===== src/rtl/comparator_pkg.sv =====
// Shared types and defaults for the comparator arbiter slice.
package comparator_pkg;

  typedef enum logic [1:0] {
    IDLE = 2'd0,
    CMP  = 2'd1,
    CMP2 = 2'd2,
    RSP  = 2'd3
  } cmp_arb_state_t;

  localparam int CMP_ARB_NREQ_DEFAULT = 4;

endpackage


===== src/rtl/comparatortree.sv =====
// Combinational equality / signed / unsigned less-than compare datapath.
module comparatortree #(
  parameter int WIDTH = 128
) (
  input  logic [WIDTH-1:0] a,
  input  logic [WIDTH-1:0] b,
  output logic             eq,
  output logic             lt,
  output logic             ltu
);

  assign eq  = (a == b);
  assign lt  = ($signed(a) < $signed(b));
  assign ltu = (a < b);

endmodule


===== src/rtl/rr_arbiter.sv =====
// Combinational round-robin arbiter: the first set request at or after ptr wins.
module rr_arbiter #(
  parameter  int NREQ = 4,
  localparam int IDW  = $clog2(NREQ)
) (
  input  logic [NREQ-1:0] req,
  input  logic [IDW-1:0]  ptr,
  output logic [NREQ-1:0] grant,
  output logic [IDW-1:0]  grant_idx,
  output logic            any_grant
);

  int             sum;
  logic [IDW-1:0] idx;

  // Scan from the farthest candidate back to ptr so the closest one overwrites.
  always_comb begin
    // NOTE: every combinational output gets a default first so no path infers a latch.
    grant     = '0;
    grant_idx = '0;
    any_grant = 1'b0;
    sum       = 0;
    idx       = '0;
    for (int k = NREQ - 1; k >= 0; k--) begin
      sum = int'(ptr) + k;
      if (sum >= NREQ) sum = sum - NREQ;
      idx = IDW'(sum);
      if (req[idx]) begin
        grant      = '0;
        grant[idx] = 1'b1;
        grant_idx  = idx;
        any_grant  = 1'b1;
      end
    end
  end

endmodule


===== src/rtl/comparator_arbiter.sv =====
// Shares one comparatortree among NREQ requesters with round-robin grant and a
// valid/ready response. COMPARATOR_ARBITER_PIPE_EN adds a CMP2 register stage.
module comparator_arbiter
  import comparator_pkg::*;
#(
  parameter  int WIDTH = 128,
  parameter  int NREQ  = CMP_ARB_NREQ_DEFAULT,
  localparam int IDW   = $clog2(NREQ)
) (
  input  logic                  clk,
  input  logic                  reset,
  input  logic [NREQ-1:0]       req_valid,
  output logic [NREQ-1:0]       req_ready,
  input  logic [NREQ*WIDTH-1:0] req_op1,
  input  logic [NREQ*WIDTH-1:0] req_op2,
  output logic                  rsp_valid,
  input  logic                  rsp_ready,
  output logic [IDW-1:0]        rsp_id,
  output logic                  rsp_eq,
  output logic                  rsp_lt,
  output logic                  rsp_ltu,
  output logic                  busy
);

  cmp_arb_state_t   state;
  logic [IDW-1:0]   rr_ptr;
  logic [IDW-1:0]   id_q;
  logic [WIDTH-1:0] op1_q;
  logic [WIDTH-1:0] op2_q;

  logic [NREQ-1:0]  grant;
  logic [IDW-1:0]   grant_idx;
  logic             any_grant;
  logic             tree_eq;
  logic             tree_lt;
  logic             tree_ltu;

`ifdef COMPARATOR_ARBITER_PIPE_EN
  logic             pipe_eq;
  logic             pipe_lt;
  logic             pipe_ltu;
`endif

  rr_arbiter #(.NREQ(NREQ)) u_rr_arbiter (
    .req       (req_valid),
    .ptr       (rr_ptr),
    .grant     (grant),
    .grant_idx (grant_idx),
    .any_grant (any_grant)
  );

  // The grant is only offered while idle, so a handshake can only happen there.
  assign req_ready = (state == IDLE) ? grant : '0;

  comparatortree #(.WIDTH(WIDTH)) u_comparatortree (
    .a   (op1_q),
    .b   (op2_q),
    .eq  (tree_eq),
    .lt  (tree_lt),
    .ltu (tree_ltu)
  );

  always_ff @(posedge clk) begin
    if (reset) begin
      // NOTE: the captured operands are reset too, so the tree never sees stale data after reset.
      state     <= IDLE;
      rr_ptr    <= '0;
      id_q      <= '0;
      op1_q     <= '0;
      op2_q     <= '0;
      rsp_valid <= 1'b0;
      rsp_id    <= '0;
      rsp_eq    <= 1'b0;
      rsp_lt    <= 1'b0;
      rsp_ltu   <= 1'b0;
      busy      <= 1'b0;
`ifdef COMPARATOR_ARBITER_PIPE_EN
      pipe_eq   <= 1'b0;
      pipe_lt   <= 1'b0;
      pipe_ltu  <= 1'b0;
`endif
    end else begin
      // NOTE: non-blocking assignments keep every register update in this block order-independent.
      case (state)
        IDLE: begin
          if (any_grant) begin
            op1_q  <= req_op1[grant_idx*WIDTH +: WIDTH];
            op2_q  <= req_op2[grant_idx*WIDTH +: WIDTH];
            id_q   <= grant_idx;
            rr_ptr <= (grant_idx == IDW'(NREQ - 1)) ? '0 : grant_idx + 1'b1;
            busy   <= 1'b1;
            state  <= CMP;
          end
        end
        CMP: begin
`ifdef COMPARATOR_ARBITER_PIPE_EN
          pipe_eq   <= tree_eq;
          pipe_lt   <= tree_lt;
          pipe_ltu  <= tree_ltu;
          state     <= CMP2;
        end
        CMP2: begin
          rsp_eq    <= pipe_eq;
          rsp_lt    <= pipe_lt;
          rsp_ltu   <= pipe_ltu;
          rsp_id    <= id_q;
          rsp_valid <= 1'b1;
          state     <= RSP;
`else
          rsp_eq    <= tree_eq;
          rsp_lt    <= tree_lt;
          rsp_ltu   <= tree_ltu;
          rsp_id    <= id_q;
          rsp_valid <= 1'b1;
          state     <= RSP;
`endif
        end
        RSP: begin
          if (rsp_ready) begin
            rsp_valid <= 1'b0;
            busy      <= 1'b0;
            state     <= IDLE;
          end
        end
        default: begin
          rsp_valid <= 1'b0;
          busy      <= 1'b0;
          state     <= IDLE;
        end
      endcase
    end
  end

endmodule

===== config.mk =====
export PLATFORM = sky130hd
export DESIGN_NAME = comparator_arbiter
export DESIGN_NICKNAME = d
export VERILOG_FILES = /design/src/rtl/comparator_pkg.sv /design/src/rtl/comparatortree.sv /design/src/rtl/rr_arbiter.sv /design/src/rtl/comparator_arbiter.sv
export SDC_FILE = /design/constraint.sdc
export NUM_CORES = 1
export LEC_CHECK = 0
export CAP_MARGIN = 20
export CELL_PAD_IN_SITES_DETAIL_PLACEMENT = 1
export CELL_PAD_IN_SITES_GLOBAL_PLACEMENT = 1
export CORE_AREA = 4 4 398 400
export DETAILED_ROUTE_END_ITERATION = 12
export DIE_AREA = 0 0 402 404
export PLACE_DENSITY_LB_ADDON = 0.2
export SLEW_MARGIN = 20
export SYNTH_ARGS = -nofsm -noshare
export SYNTH_HDL_FRONTEND = slang
export SYNTH_SLANG_ARGS = --single-unit

===== constraint.sdc =====
create_clock -name clk -period 5 [get_ports clk]
set_input_delay 1 -clock clk [delete_from_list [all_inputs] [get_ports clk]]
set_output_delay 1 -clock clk [all_outputs]
set_load 0.02 [all_outputs]

==> results.yml <==
run_status:
  status: "finished clean"
synth:
  synth.avg_cell_area_um2: 6.11
  synth_warnings: 0
  synth_enable_flop_cells: 0
  ys_seq_area_share_pct: 26.0
  yosysTopAreaCell: "dfxtp_1"
  syn-num-nets: 4556
  synth.distinct_cells: 54
  netlist_instances: 3389
  synthFlopType: "dfxtp_1"
  synth.area.top_cells: "dfxtp_1 26%, nand2_1 24%, nand3_1 19%"
  synth-seq-cells: 269
  synth_area_mm2: 0.0207
  ys_async_sr_fraction_pct: 0
  yosysTopAreaCellShare_pct: 26.0
setup_path:
  worst-path-max-fanout: 7
  arrival_ps: 3630
  cp_data_required_time_ps: 4000
  r2r-end: "rsp_ltu"
  reg2reg_from: "op2_q[127]"
  critPathCaptureType: "primary output"
  criticalPathCategory: "input port to primary output"
  start_kind: "input port"
  crit_end: "req_ready[2]"
  rrSetupSlack_ps: 1130
  worstSetupStartpoint: "req_valid[2]"
  reg2reg_depth: 10
timing:
  finClkSkew_ps: 22.8
  whs_ps: 452
  hold_viol_final: 0
  min_period_over_period_pct: 92.6
  setup_tns_ps: 0
  maxClockFrequency_ghz: 0.216
  rsz0062_at_grt: "false"
  tightestPinTransition_ps: 822
  setup_viol: 0
  period_needed_ps: 4630
  slew_violations: 0
  max-slew-margin-rel_pct: 45.1
layout:
  design_area_mm2: 0.0346
  multi_input_area_mm2: 0.0135
  final_common_cell: "nand2_1"
  nFillCells: 19100
  syn2layout_area_growth_pct: 66.9
  drive_gt1_share_pct: 4.57
  instances_no_fill: 6387
  final_cell_mix: "1309 x nand2_1, 1036 x clkdlybuf4s50_1, 788 x nand3_1"
  ff_latch_area_mm2: 0.00539
  final_nets: 5449
run:
  cap_violations: 0
floorplanning:
  floorplan.initialDensity_pct: 13.3
  core-area_mm2: 0.155
  rows: 145
  num_io_pins: 1042
  die_x_um: 402
  fp.dieH_um: 404
  dieArea_mm2: 0.162
cts:
  htree_levels: 2
  insertion_delay_ps: 570
  clk_pin_slew_ps: 50
  ctsResizeCount: 1
  clk_root_buffer_cell: "clkbuf_16"
  clockBufferDepth: 3
  numCtsBuffers: 39
  cts_hold_buf: 0
  numClockSinks: 269
  post-cts-setup-buffers: 0
  tritoncts: "built"
detailed_routing:
  wl_met1_um: 59700
  routed_wl_um: 133000
  vias_per_cell: 4.09
  maxUsedRoutingLayer: "met5"
  vias: 26100
  wl_per_cell_um: 20.9
  ant_nets: 0
  wl_met3_um: 7000
  drt-pass1-iter-count: 4
  route.met2.wl_um: 64400
  route.detailed.drc: 0
  initialDrtViolationCount: 1319
placement:
  place.gp.congestion: 0.811
  place_area_mm2: 0.0333
  dp_cells: 6299
  dpl.hpwl_um: 106000
  port_buffers: 1041
global_routing:
  overflow: 0
  antenna_found_initial: 34
  grt_pass1_vias: 27100
  grt_start_max_net_pins: 107
  grt_usage_pct: 15.7
  grt_first_pass_wirelength_um: 191000
power_and_ir_drop:
  power_density_mw_per_mm2: 446
  peakVddDrop_v: 0.000193
  leakage_nw: 13.7
worst_hold_path:
  min_path_type: "flip-flop to flip-flop"
## Yosys cell counts, types with 6 or more instances
| library cell | count |
|---|---|
| a211oi_1 | 7 |
| a21o_1 | 15 |
| a21oi_1 | 288 |
| a21oi_2 | 30 |
| a221oi_1 | 6 |
| buf_2 | 22 |
| buf_4 | 16 |
| buf_6 | 35 |
| clkbuf_1 | 185 |
| dfxtp_1 | 269 |
| ha_1 | 136 |
| inv_1 | 136 |
| nand2_1 | 1309 |
| nand2_2 | 7 |
| nand3_1 | 788 |
| nand4_1 | 18 |
| nor2_1 | 29 |
| nor2b_1 | 6 |
| nor3_1 | 9 |
| o21ai_0 | 17 |
## logic make-up after synthesis
kind of cell / after synthesis / synth area share (%)
DFF: 269 / 26.0
muxes: 6 / 0.531
buffers and inverters: 399 / 9.12
AOI/OAI and AO/OA: 385 / 10.6
and+or+nand+nor: 2194 / 45.5
adders and majority gates: 136 / 8.21
## how the worst min path moves through the flow
stage               startpoint        end  slack [ps]  depth (start not counted)
global route         op2_q[41]  op2_q[41]         470                          2
floorplan              id_q[1]    id_q[1]         440                          2
finish               op2_q[40]  op2_q[40]         450                          2
CTS                  op2_q[55]  op2_q[55]         450                          2
global placement     op2_q[21]  op2_q[21]         440                          2
detailed placement   op2_q[25]  op2_q[25]         450                          2
## sequential cells by signal, summed over array words and instances, names as in the netlist, 2 cells and up
name	cells
rr_ptr	2
id_q	2
op1_q	128
state	2
op2_q	128
rsp_id	2
## area by class of cell
class                   count  share of cell area, %
repair buffers           1115                   32.7
well taps                2058                   7.45
clock buffers              57                   3.34
flip-flops and latches    269                   15.6
multi-input cells        2721                   39.0
diodes                     17                  0.123
clock inverters            14                  0.362
inverters                 136                   1.48
## worst max-delay path, cell delays in order
cell	delay [ps]
clkdlybuf4s50_1	560
mux4_2	640
nor2b_4	210
a22oi_1	90
nor2_1	90
a21oi_1	50
nor2_1	100
a21oi_1	70
nor3_2	450
buf_4	210
buf_4	140
## metal layers
metal	up-vias	global-route usage (%)
met1	12300	20.2
met5	-	0
met3	96	3.25
met2	674	26.7
met4	4	3.96
li1	13100	-
## per-stage QoR
| step | utilization (%) | setup WS (ps) | power [mW] |
|---|---|---|---|
| 6_report | 22.3 | 372 | 15.4 |
| 2_1_floorplan | - | 1480 | 8.94 |
| 3_5_place_dp | 21.4 | -59.9 | 13.0 |
| 5_1_grt | 22.3 | 160 | 17.0 |
| 4_1_cts | 22.2 | 258 | 16.0 |
| 3_3_place_gp | 21.4 | -141 | 12.9 |
## report_power, final
part | internal [mW] | leakage, nW | switching, mW
Combinational | 3.50 | 10.8 | 5.85
Sequential | 2.81 | 2.22 | 0.428
Clock | 1.70 | 0.634 | 1.12
Total | 8.01 | 13.7 | 7.39
(Power assumes the default switching activity.)
